File: src/rtl/prince_pkg.sv
// Shared definitions for the PRINCE wrapper register map and the stream sequencer.
// Holds the address map, bit positions, the FSM state type and a word-select helper.
package prince_pkg;

   localparam logic [7:0] ADDR_NAME0   = 8'h00;
   localparam logic [7:0] ADDR_NAME1   = 8'h01;
   localparam logic [7:0] ADDR_VERSION = 8'h02;
   localparam logic [7:0] ADDR_CTRL    = 8'h08;
   localparam logic [7:0] ADDR_STATUS  = 8'h09;
   localparam logic [7:0] ADDR_CONFIG  = 8'h0a;
   localparam logic [7:0] ADDR_KEY0    = 8'h10;
   localparam logic [7:0] ADDR_KEY1    = 8'h11;
   localparam logic [7:0] ADDR_KEY2    = 8'h12;
   localparam logic [7:0] ADDR_KEY3    = 8'h13;
   localparam logic [7:0] ADDR_BLOCK0  = 8'h20;
   localparam logic [7:0] ADDR_BLOCK1  = 8'h21;
   localparam logic [7:0] ADDR_RESULT0 = 8'h30;
   localparam logic [7:0] ADDR_RESULT1 = 8'h31;

   localparam int CTRL_NEXT     = 0;
   localparam int STATUS_READY  = 0;
   localparam int CONFIG_ENCDEC = 0;

   typedef enum logic [3:0] {
      S_IDLE,
      S_WKEY,
      S_WCFG,
      S_WBLK,
      S_WNEXT,
      S_WAIT,
      S_POLL,
      S_RD0,
      S_RD1,
      S_OUT
   } state_e;

   // 32-bit word idx of a 128-bit vector, word 0 in the low bits.
   function automatic logic [31:0] word_of(input logic [127:0] v, input logic [1:0] idx);
      return v[{idx, 5'd0} +: 32];
   endfunction

endpackage

File: src/rtl/prince_stream_ctrl_if.sv
// Stream, configuration and wrapper-bus signals of the PRINCE stream sequencer.
// Handshakes: a transfer happens on a rising clk edge where valid & ready are both 1;
// valid holds its data stable until that edge, and ready never waits on anything but state.
interface prince_stream_ctrl_if;
   import prince_pkg::*;

   logic [127:0] key;
   logic         encdec;
   logic         cfg_load;
   logic         in_valid;
   logic         in_ready;
   logic [63:0]  in_block;
   logic         out_valid;
   logic         out_ready;
   logic [63:0]  out_block;
   logic         timeout_err;
   logic         cs;
   logic         we;
   logic [7:0]   address;
   logic [31:0]  write_data;
   logic [31:0]  read_data;
   state_e       dbg_state;

   modport master (
      input  key, encdec, cfg_load, in_valid, in_block, out_ready, read_data,
      output in_ready, out_valid, out_block, timeout_err, cs, we, address, write_data,
      dbg_state
   );

   modport slave (
      output key, encdec, cfg_load, in_valid, in_block, out_ready, read_data,
      input  in_ready, out_valid, out_block, timeout_err, cs, we, address, write_data,
      dbg_state
   );

endinterface

File: src/rtl/prince_stream_ctrl.sv
// Sequences one 64-bit block at a time through the PRINCE register wrapper:
// optional key/config writes, block writes, start, status polling and result readback.
module prince_stream_ctrl
   import prince_pkg::*;
#(
   parameter int POLL_DELAY = 2,
   parameter int TIMEOUT    = 1024
) (
   input logic                  clk,
   input logic                  reset,
   prince_stream_ctrl_if.master bus
);

   state_e        state_q, state_d;
   logic [1:0]    kcnt_q, kcnt_d;
   logic [15:0]   wcnt_q, wcnt_d;
   logic [15:0]   pcnt_q, pcnt_d;
   logic [127:0]  key_sh_q, key_sh_d;
   logic          enc_sh_q, enc_sh_d;
   logic          cfg_pending_q, cfg_pending_d;
   logic [127:0]  key_act_q, key_act_d;
   logic          enc_act_q, enc_act_d;
   logic [63:0]   blk_q, blk_d;
   logic          in_ready_q, in_ready_d;
   logic          out_valid_q, out_valid_d;
   logic [63:0]   out_block_q, out_block_d;
   logic          timeout_err_q, timeout_err_d;
   logic          cs_q, cs_d;
   logic          we_q, we_d;
   logic [7:0]    address_q, address_d;
   logic [31:0]   write_data_q, write_data_d;
   logic          hs;

   assign hs = bus.in_valid & in_ready_q & (state_q == S_IDLE);

   always_comb begin
      state_d       = state_q;
      kcnt_d        = kcnt_q;
      wcnt_d        = wcnt_q;
      pcnt_d        = pcnt_q;
      key_sh_d      = key_sh_q;
      enc_sh_d      = enc_sh_q;
      cfg_pending_d = cfg_pending_q;
      key_act_d     = key_act_q;
      enc_act_d     = enc_act_q;
      blk_d         = blk_q;
      out_block_d   = out_block_q;
      timeout_err_d = timeout_err_q;

      if (bus.cfg_load) begin
         key_sh_d      = bus.key;
         enc_sh_d      = bus.encdec;
         cfg_pending_d = 1'b1;
      end

      case (state_q)
         S_IDLE: begin
            if (hs) begin
               // The block snapshots its key here, so later cfg_load pulses only touch later blocks.
               blk_d     = bus.in_block;
               key_act_d = bus.cfg_load ? bus.key : key_sh_q;
               enc_act_d = bus.cfg_load ? bus.encdec : enc_sh_q;
               kcnt_d    = 2'd0;
               if (cfg_pending_q || bus.cfg_load) begin
                  state_d       = S_WKEY;
                  cfg_pending_d = 1'b0;
               end else begin
                  state_d = S_WBLK;
               end
            end
         end
         S_WKEY: begin
            kcnt_d = kcnt_q + 2'd1;
            if (kcnt_q == 2'd3) state_d = S_WCFG;
         end
         S_WCFG: begin
            kcnt_d  = 2'd0;
            state_d = S_WBLK;
         end
         S_WBLK: begin
            if (kcnt_q == 2'd1) begin
               kcnt_d  = 2'd0;
               state_d = S_WNEXT;
            end else begin
               kcnt_d = kcnt_q + 2'd1;
            end
         end
         S_WNEXT: begin
            wcnt_d  = 16'd0;
            pcnt_d  = 16'd0;
            state_d = (POLL_DELAY == 0) ? S_POLL : S_WAIT;
         end
         S_WAIT: begin
            if (wcnt_q == 16'(POLL_DELAY - 1)) state_d = S_POLL;
            else                               wcnt_d  = wcnt_q + 16'd1;
         end
         S_POLL: begin
            if (bus.read_data[STATUS_READY]) begin
               state_d = S_RD0;
            end else if (pcnt_q == 16'(TIMEOUT - 1)) begin
               timeout_err_d = 1'b1;
               state_d       = S_IDLE;
            end else begin
               pcnt_d = pcnt_q + 16'd1;
            end
         end
         S_RD0: begin
            out_block_d[31:0] = bus.read_data;
            state_d           = S_RD1;
         end
         S_RD1: begin
            out_block_d[63:32] = bus.read_data;
            state_d            = S_OUT;
         end
         S_OUT: begin
            if (bus.out_ready) state_d = S_IDLE;
         end
         default: state_d = S_IDLE;
      endcase

      // Registered outputs are decoded from the next state so they line up with state_q.
      in_ready_d   = (state_d == S_IDLE);
      out_valid_d  = (state_d == S_OUT);
      cs_d         = 1'b0;
      we_d         = 1'b0;
      address_d    = 8'h00;
      write_data_d = 32'h0;
      case (state_d)
         S_WKEY: begin
            cs_d         = 1'b1;
            we_d         = 1'b1;
            address_d    = ADDR_KEY0 + {6'd0, kcnt_d};
            write_data_d = word_of(key_act_d, kcnt_d);
         end
         S_WCFG: begin
            cs_d                        = 1'b1;
            we_d                        = 1'b1;
            address_d                   = ADDR_CONFIG;
            write_data_d[CONFIG_ENCDEC] = enc_act_d;
         end
         S_WBLK: begin
            cs_d         = 1'b1;
            we_d         = 1'b1;
            address_d    = ADDR_BLOCK0 + {7'd0, kcnt_d[0]};
            write_data_d = word_of({64'd0, blk_d}, {1'b0, kcnt_d[0]});
         end
         S_WNEXT: begin
            cs_d                    = 1'b1;
            we_d                    = 1'b1;
            address_d               = ADDR_CTRL;
            write_data_d[CTRL_NEXT] = 1'b1;
         end
         S_POLL: begin
            cs_d      = 1'b1;
            address_d = ADDR_STATUS;
         end
         S_RD0: begin
            cs_d      = 1'b1;
            address_d = ADDR_RESULT0;
         end
         S_RD1: begin
            cs_d      = 1'b1;
            address_d = ADDR_RESULT1;
         end
         default: ;
      endcase
   end

   always_ff @(posedge clk or posedge reset) begin
      if (reset) begin
         state_q       <= S_IDLE;
         kcnt_q        <= 2'd0;
         wcnt_q        <= 16'd0;
         pcnt_q        <= 16'd0;
         key_sh_q      <= '0;
         enc_sh_q      <= 1'b0;
         cfg_pending_q <= 1'b1;
         key_act_q     <= '0;
         enc_act_q     <= 1'b0;
         blk_q         <= '0;
         in_ready_q    <= 1'b0;
         out_valid_q   <= 1'b0;
         out_block_q   <= '0;
         timeout_err_q <= 1'b0;
         cs_q          <= 1'b0;
         we_q          <= 1'b0;
         address_q     <= 8'h00;
         write_data_q  <= 32'h0;
      end else begin
         state_q       <= state_d;
         kcnt_q        <= kcnt_d;
         wcnt_q        <= wcnt_d;
         pcnt_q        <= pcnt_d;
         key_sh_q      <= key_sh_d;
         enc_sh_q      <= enc_sh_d;
         cfg_pending_q <= cfg_pending_d;
         key_act_q     <= key_act_d;
         enc_act_q     <= enc_act_d;
         blk_q         <= blk_d;
         in_ready_q    <= in_ready_d;
         out_valid_q   <= out_valid_d;
         out_block_q   <= out_block_d;
         timeout_err_q <= timeout_err_d;
         cs_q          <= cs_d;
         we_q          <= we_d;
         address_q     <= address_d;
         write_data_q  <= write_data_d;
      end
   end

   assign bus.in_ready    = in_ready_q;
   assign bus.out_valid   = out_valid_q;
   assign bus.out_block   = out_block_q;
   assign bus.timeout_err = timeout_err_q;
   assign bus.cs          = cs_q;
   assign bus.we          = we_q;
   assign bus.address     = address_q;
   assign bus.write_data  = write_data_q;
   assign bus.dbg_state   = state_q;

endmodule

File: src/flat_wrapper.sv
// flat-port wrapper written by rule: the top's interface ports become plain ports
module prince_stream_ctrl_flat import prince_pkg::*;
#(
   parameter int POLL_DELAY = 2,
   parameter int TIMEOUT    = 1024
)
  (clk, reset, bus_key, bus_encdec, bus_cfg_load, bus_in_valid, bus_in_block, bus_out_ready, bus_read_data, bus_in_ready, bus_out_valid, bus_out_block, bus_timeout_err, bus_cs, bus_we, bus_address, bus_write_data, bus_dbg_state);
  prince_stream_ctrl_if bus_i ();
  input logic clk;
  input logic reset;
  input wire logic [$bits(bus_i.key)-1:0] bus_key;
  input wire logic [$bits(bus_i.encdec)-1:0] bus_encdec;
  input wire logic [$bits(bus_i.cfg_load)-1:0] bus_cfg_load;
  input wire logic [$bits(bus_i.in_valid)-1:0] bus_in_valid;
  input wire logic [$bits(bus_i.in_block)-1:0] bus_in_block;
  input wire logic [$bits(bus_i.out_ready)-1:0] bus_out_ready;
  input wire logic [$bits(bus_i.read_data)-1:0] bus_read_data;
  output wire logic [$bits(bus_i.in_ready)-1:0] bus_in_ready;
  output wire logic [$bits(bus_i.out_valid)-1:0] bus_out_valid;
  output wire logic [$bits(bus_i.out_block)-1:0] bus_out_block;
  output wire logic [$bits(bus_i.timeout_err)-1:0] bus_timeout_err;
  output wire logic [$bits(bus_i.cs)-1:0] bus_cs;
  output wire logic [$bits(bus_i.we)-1:0] bus_we;
  output wire logic [$bits(bus_i.address)-1:0] bus_address;
  output wire logic [$bits(bus_i.write_data)-1:0] bus_write_data;
  output wire logic [$bits(bus_i.dbg_state)-1:0] bus_dbg_state;
  assign bus_i.key = bus_key;
  assign bus_i.encdec = bus_encdec;
  assign bus_i.cfg_load = bus_cfg_load;
  assign bus_i.in_valid = bus_in_valid;
  assign bus_i.in_block = bus_in_block;
  assign bus_i.out_ready = bus_out_ready;
  assign bus_i.read_data = bus_read_data;
  assign bus_in_ready = bus_i.in_ready;
  assign bus_out_valid = bus_i.out_valid;
  assign bus_out_block = bus_i.out_block;
  assign bus_timeout_err = bus_i.timeout_err;
  assign bus_cs = bus_i.cs;
  assign bus_we = bus_i.we;
  assign bus_address = bus_i.address;
  assign bus_write_data = bus_i.write_data;
  assign bus_dbg_state = bus_i.dbg_state;
  prince_stream_ctrl #(.POLL_DELAY(POLL_DELAY), .TIMEOUT(TIMEOUT)) u_core (.clk(clk), .reset(reset), .bus(bus_i));
endmodule
File: config.mk
export PLATFORM = sky130hd
export DESIGN_NAME = prince_stream_ctrl_flat
export DESIGN_NICKNAME = d
export VERILOG_FILES = /design/src/rtl/prince_pkg.sv /design/src/rtl/prince_stream_ctrl_if.sv /design/src/rtl/prince_stream_ctrl.sv /design/src/flat_wrapper.sv
export SDC_FILE = /design/constraint.sdc
export NUM_CORES = 1
export LEC_CHECK = 0
export BUFFER_PORTS_ARGS = -buffer_cell sky130_fd_sc_hd__buf_2
export CAP_MARGIN = 40
export CELL_PAD_IN_SITES_DETAIL_PLACEMENT = 1
export CELL_PAD_IN_SITES_GLOBAL_PLACEMENT = 1
export CORE_MARGIN = 2
export CORE_UTILIZATION = 46
export DETAILED_ROUTE_END_ITERATION = 16
export GPL_TIMING_DRIVEN = 0
export PLACE_DENSITY_LB_ADDON = 0.1
export SYNTH_ARGS = -nofsm -noshare
export SYNTH_HDL_FRONTEND = slang
export SYNTH_SLANG_ARGS = --single-unit
File: constraint.sdc
create_clock -name clk -period 20.2 [get_ports clk]
set_input_delay 4.04 -clock clk [delete_from_list [all_inputs] [get_ports clk]]
set_output_delay 4.04 -clock clk [all_outputs]
set_load 0.05 [all_outputs]
==> results.md, run 1 <==
- Run status: finished, final reports clean
- Vias per cell: 5.27
- Core ar.: 41,900 sq um
- Worst Tran Pin Value: 868 ps
- Met1 WL: 22.4 mm
- Warnings from Yosys: 0
- Worst rel slew slack: 42.1%
- Post-synthesis sequential area ratio: 59.7%
- CP required: 20,650 ps
- Hold Crit Class: reg -> reg
- PwrDens: 169 nW/um^2
- Worst-case hold path end point: u_core.bus.timeout_err
- Cts repair resizes: 0
- Final WL: 51.7 mm
- Initial antenna violation count: 10
- Iteration-0 DRC Markers: 505
- Endpoints failing hold: 0
- Family with the most delay on the worst path: buffers and inverters
- # IOs: 343
- Area of the multi-input gates: 7400 sq um
- Number of fill cells in the layout: 4,162
- Top Layer Used: met5
- Via Count: 12.0k
- Final Instance Area: 23,700 sq um
- Die X: 210 um
- Worst-Skew Late Latency: 590 ps
- Cells on worst reg2reg path: 9
- Fmax: 163 MHz
- Commonest cells after routing, fill and taps aside: dfrtp_1 (466), mux2_2 (374), buf_2 (372)
- Synthesis-to-layout area growth: 21.1%
- Setup CP Type: in -> reg
- Synth area leader: dfrtp_1
- H-Tree Level Count: 2
- Port bufs: 339
- Die Area: 44,200 sq um
- Critical path depth in cells: 9
- Fin Setup TNS: 0 ps
- Final setup violating endpoints: 0
- Synthesized netlist cell count: 1,299
- Tcrit/Tclk final: 30.3%
- Top-area cell type share of the netlist area: 59.6%
- Crit end category: flop
- Post-CTS Setup Inserts: 0
- Avg Cell Area, Syn: 15.1 sq um
- First-pass GRT wire length: 79.6 mm
- Hold Path Stages: 1
- Crit path DAT: 6580 ps
- Distinct cells, synth: 64
- Root buf cell: clkbuf_16
- Sequential Area: 11,700 sq um
- Reg2reg end: u_core.bus.write_data[8]
- Critical path peak fanout: 10
- Peak supply drop: 0.142 mV
- Layout cells sized above 1: 51.4%
- CP max stage cell: nor4b_4
- Ys async rst share: 100%
- Final Max Slew Viols: 0
- Crit start category: input pin
- Worst Path Buf+Inv: 4
- CTS tree: done
- Critical Path Max Stage Delay: 650 ps
- Main flop type after synthesis: dfrtp_1
- DRC violations left: 0
- Minimum clock period: 6130 ps
- Dpl cell area: 22,100 sq um
- Pleak: 11.1 nW
- Max_cap viols: 0
- Register bit count reported by yosys: 467
- DR WL met2: 25.6 mm
- Clk buf depth: 3
- Initial cell density of the core: 46.7%
- Unrepaired setup endpoints after global routing: false
- Vias in the first global route: 13.3k
- Post-DP HPWL: 36.7 mm
- CTS sink cnt: 467
- Dpl ws: 13,440 ps
- DIE HEIGHT: 210 um
- 1st-pass router iterations: 4
- Tot GR Track Use: 23.9%
- Post-synthesis cell area: 19,600 sq um
- Largest net degree at the start of global routing: 123
- Final worst slack: 14,070 ps
- # hold bufs at CTS: 0
- Synth area leaders: dfrtp_1 (60%), mux2_2 (22%), mux2i_1 (5.0%)
- Worst-path clk slew: 60 ps
- Startpoint of the worst register-to-register path: u_core.bus.dbg_state[0]
- Wire length per cell: 22.7 um
- CTS Buf Count: 50
- Final ANT Viol Nets: 0
- Most common cell after layout, fill and taps aside: dfrtp_1
- EDFF count, synth: 0
- GP Congestion: 0.771
- Hold Crit Start: u_core.bus.timeout_err
- Site row count: 75
- R2r setup slk: 17,090 ps
- Total congestion overflow: 0
- Clk_skew: 18.1 ps
- Worst-path cell chain: buf_2 -> nand2_1 -> nor4b_4 -> buf_4 -> buf_2 -> buf_2 -> mux2_2 -> mux2i_1 -> o22ai_2
- Wire length on met3: 2.46 mm
- Nets: 1,933
- Crit path top cell by count: buf_2
==> stage by stage <==
stage	hold WS [ps]	cells	power, W	util (%)
2_1_floorplan	454	1301	0.00265	-
3_3_place_gp	455	2179	0.00308	52.3
3_5_place_dp	455	2184	0.00313	52.6
4_1_cts	477	2273	0.00405	56.4
5_1_grt	486	2280	0.00422	56.5
6_report	468	2280	0.00400	56.5
==> worst register-to-register path: cells and delay by family (launching register included) <==
family                 cells  cell delay [ps]
flip-flops                 1              380
multiplexers               2              670
AND/OR/NAND/NOR            2              710
AO/OA/AOI/OAI              1              120
buffers and inverters      4             1100
==> cell usage after synthesis (2+ instances only) <==
library cell and count:
dfrtp_1 466, mux2_2 374, mux2i_1 97, mux2_1 44, nor2_1 38, buf_2 33, o22ai_2 29, buf_4 21
xor2_1 20, nand2_1 16, nand3_1 14, clkbuf_1 13, inv_1 13, nand4_1 10, a21oi_1 7, and3_1 7
o21ai_0 7, and4_1 6, ha_1 6, xnor2_1 6, buf_6 5, nor3_1 4, and2_1 3, buf_1 3
nand2b_1 3, o211ai_1 3, o22ai_1 3, a21o_1 2, a22o_1 2, a31oi_1 2, nand3b_1 2, nand4b_2 2
nor2b_1 2, nor3b_1 2, nor4_1 2, nor4b_1 2, o21ai_1 2, or3_1 2
==> cells by family after synthesis <==
kind of cell	after synthesis	share of synthesized area, %
buffers and inverters	89	2.52
XOR/XNOR	26	1.16
flip-flops	467	59.7
other	1	0.0192
AND/OR/NAND/NOR	127	3.88
adder cells (fa/ha/maj)	6	0.384
AO/OA/AOI/OAI	68	3.30
multiplexers	515	29.0
==> how the worst max path moves through the flow <==
stage / startpoint / endpoint / slack [ps]
after floorplan: reset / u_core.blk_q[0] / 3140
after global placement: reset / u_core.key_sh_q[26] / -2020
after detailed placement: bus_in_valid / u_core.bus.write_data[18] / 13440
after CTS: bus_in_valid / u_core.bus.write_data[18] / 14070
after global routing: bus_in_valid / u_core.bus.write_data[18] / 13920
final: bus_in_valid / u_core.bus.write_data[8] / 14070
==> flip-flops by register name (all words and copies together) (netlist names) <==
name                    flops
u_core.blk_q               64
u_core.bus.address          5
u_core.bus.cs               1
u_core.bus.dbg_state        4
u_core.bus.in_ready         1
u_core.bus.out_block       64
u_core.bus.out_valid        1
u_core.bus.timeout_err      1
u_core.bus.we               1
u_core.bus.write_data      32
u_core.cfg_pending_q        1
u_core.enc_act_q            1
u_core.enc_sh_q             1
u_core.kcnt_q               2
u_core.key_act_q          128
u_core.key_sh_q           128
u_core.pcnt_q              16
u_core.wcnt_q              16
==> final cells by class <==
| type | count | area share [%] |
|---|---|---|
| multi-input combinational | 745 | 31.2 |
| buffer | 76 | 1.87 |
| inverter | 13 | 0.238 |
| antenna | 7 | 0.0739 |
| sequential | 467 | 49.3 |
| tap | 539 | 2.85 |
| timing repair buffer | 344 | 7.64 |
| clock buffer | 83 | 6.53 |
| clock inverter | 6 | 0.248 |
==> routing by layer <==
layer / global-route usage, % / up-vias
met5: 0 / -
met4: 6.77 / 6
met3: 4.92 / 78
met2: 40.2 / 253
met1: 31.3 / 6257
li1: - / 5427
==> power by group <==
part           leakage (nW)  switching, W  internal [W]
logic                  4.54       0.00105      0.000704
clock network         0.791      0.000367      0.000531
registers              5.72     0.0000996       0.00125
No activity file was read; power rests on OpenSTA's default activity.
==> run 2: changes to the inputs <==
CORE_UTILIZATION = 42   (was 46)
clock period = 5.4 ns   (was 20.2 ns; I/O delays follow)
==> run 2 against run 1 <==
Effect of this change:
- largest cell class unchanged
- power increased to 3.8 times the previous value
- worst setup slack got worse by 12000 ps
- clock power increased to 3.8 times the previous value
- utilization decreased by 4.7 points
- first-iteration DRC count decreased by 7.5%
==> results.md, run 2 (synthesized netlist as in run 1, its figures left out) <==
- Layout cells sized above 1: 51.8% (+0.37 points)
- Hold Crit Class: reg -> reg
- Crit path DAT: 3710 ps (-2870 ps)
- Pleak: 11.1 nW (+0.75%)
- Max_cap viols: 0 (unchanged)
- Dpl cell area: 22,300 sq um (+1.2%)
- Run status: finished, final reports clean
- Total congestion overflow: 0 (unchanged)
- Reg2reg end: u_core.bus.write_data[18]
- Nets: 1,945 (+0.62%)
- Final worst slack: 2140 ps (-11,930 ps)
- CP max stage cell: nor4b_4
- Critical path depth in cells: 9 (unchanged)
- Fin Setup TNS: 0 ps (unchanged)
- Final setup violating endpoints: 0 (unchanged)
- Iteration-0 DRC Markers: 467 (-7.5%)
- Via Count: 12.0k (+0.075%)
- CTS Buf Count: 52 (+4.0%)
- DRC violations left: 0 (unchanged)
- Family with the most delay on the worst path: buffers and inverters
- Worst-path clk slew: 60 ps (about the same)
- Tcrit/Tclk final: 60.3%
- Post-DP HPWL: 38.8 mm (+5.8%)
- Number of fill cells in the layout: 4,653 (+12%)
- Root buf cell: clkbuf_16
- Vias per cell: 5.10 (-3.3%)
- Dpl cells: 2,262 (+3.6%)
- Most common cell after layout, fill and taps aside: dfrtp_1
- Endpoints failing hold: 0 (unchanged)
- Crit end category: flop
- Worst-Skew Late Latency: 590 ps (about the same)
- Startpoint of the worst register-to-register path: u_core.bus.dbg_state[0]
- R2r setup slk: 2200 ps (-14,890 ps)
- Unrepaired setup endpoints after global routing: false
- # hold bufs at CTS: 0 (unchanged)
- Post-CTS Setup Inserts: 0 (unchanged)
- Clk_skew: 18.7 ps (+0.587 ps)
- Final Max Slew Viols: 0 (unchanged)
- Critical Path Max Stage Delay: 660 ps (about the same)
- Site row count: 79 (+5.3%)
- Port bufs: 339 (unchanged)
- CTS sink cnt: 467 (unchanged)
- Setup CP Type: in -> reg
- # IOs: 343 (unchanged)
- Initial cell density of the core: 42.3% (-4.3 points)
- PwrDens: 628 nW/um^2 (+270%)
- Clk buf depth: 3 (unchanged)
- Fmax: 307 MHz
- Largest net degree at the start of global routing: 40 (-67%)
- Hold Crit Start: u_core.bus.timeout_err
- Wire length per cell: 22.6 um (-0.16%)
- Cts repair resizes: 0 (unchanged)
- Commonest cells after routing, fill and taps aside: dfrtp_1 (466), mux2_2 (374), buf_2 (372)
- Non-filler cells, final: 2,359 (+3.5%)
- Biggest regs: u_core.key_act_q (128), u_core.key_sh_q (128)
- Dpl ws: 1560 ps (-11,880 ps)
- Core ar.: 46,300 sq um (+10%)
- Worst Tran Pin Value: 836 ps (-31.7 ps)
- Critical path peak fanout: 10 (unchanged)
- Worst-path cell chain: buf_2 -> nand2_1 -> nor4b_4 -> buf_4 -> buf_2 -> buf_2 -> mux2_2 -> mux2i_1 -> o22ai_2
- Synthesis-to-layout area growth: 22.4%
- Hold Path Stages: 1 (unchanged)
- Peak supply drop: 0.437 mV (+210%)
- Overall power consumption: 0.0150 W (+280%)
- Crit start category: input pin
- Die Area: 48,300 sq um (+9.3%)
- Final ANT Viol Nets: 0 (unchanged)
- H-Tree Level Count: 2 (unchanged)
- DIE HEIGHT: 220 um (+4.6%)
- CP Launch Point: bus_in_valid
- Worst Setup EP: u_core.bus.write_data[18]
- CTS tree: done
- Minimum clock period: 3260 ps
- Worst rel slew slack: 44.1% (+2.0 points)
- Sequential Area: 11,700 sq um (unchanged)
- Initial antenna violation count: 18 (+8)
- Area of the multi-input gates: 7400 sq um (unchanged)
- Worst Path Buf+Inv: 4 (unchanged)
- Final Instance Area: 24,000 sq um (+1.1%)
- GP Congestion: 0.775 (+0.53%)
- Vias in the first global route: 13.6k (+1.9%)
- Final WL: 53.4 mm (+3.3%)
- Crit path top cell by count: buf_2
- Tot GR Track Use: 22.5% (-1.4 points)
- First-pass GRT wire length: 81.5 mm (+2.3%)
- CP required: 5850 ps (-14,800 ps)
- 1st-pass router iterations: 5 (+1)
- Cells on worst reg2reg path: 9 (unchanged)
- Die X: 220 um (+4.6%)
run 2: through the flow:
step | hold slack [ps] | util, %
global route | 498 | 51.8
finish | 475 | 51.8
global placement | 445 | 47.6
CTS | 478 | 51.7
floorplan | 454 | -
detailed placement | 462 | 48.3
run 2: where the power goes:
| group | internal, W | switching, W |
|---|---|---|
| combinational | 0.00265 | 0.00398 |
| clock | 0.00198 | 0.00140 |
| sequential | 0.00467 | 0.000367 |
| total | 0.00930 | 0.00575 |
run 2: cell type report:
type | count | share of cell area [%]
Tap cell | 607 | 3.17
Timing Repair Buffer | 354 | 8.29
Sequential cell | 467 | 48.8
Multi-Input combinational cell | 745 | 30.9
Antenna cell | 9 | 0.0940
Clock inverter | 6 | 0.141
Buffer | 76 | 1.85
Inverter | 13 | 0.219
Clock buffer | 82 | 6.57
run 2: worst min path at each step:
stage | endpoint
global route | u_core.bus.timeout_err
detailed placement | u_core.bus.timeout_err
CTS | u_core.bus.timeout_err
floorplan | u_core.key_act_q[13]
global placement | u_core.bus.timeout_err
finish | u_core.bus.timeout_err
run 2: per-layer routing:
metal  track usage (%)  vias up  wire [um]
met4              7.27       18       1140
met1              28.9     6195      22800
met5                 0        -        111
met3              5.15       89       2810
met2              37.7      252      26600
li1                  -     5476          -
run 2: worst register-to-register path, cell delays in order, from the launching register on:
cell     delay [ps]
dfrtp_1         380
buf_2           180
nor2_2          110
nor4b_4         600
buf_4           290
buf_2           250
buf_2           370
mux2_2          390
mux2i_1         350
o22ai_2         140
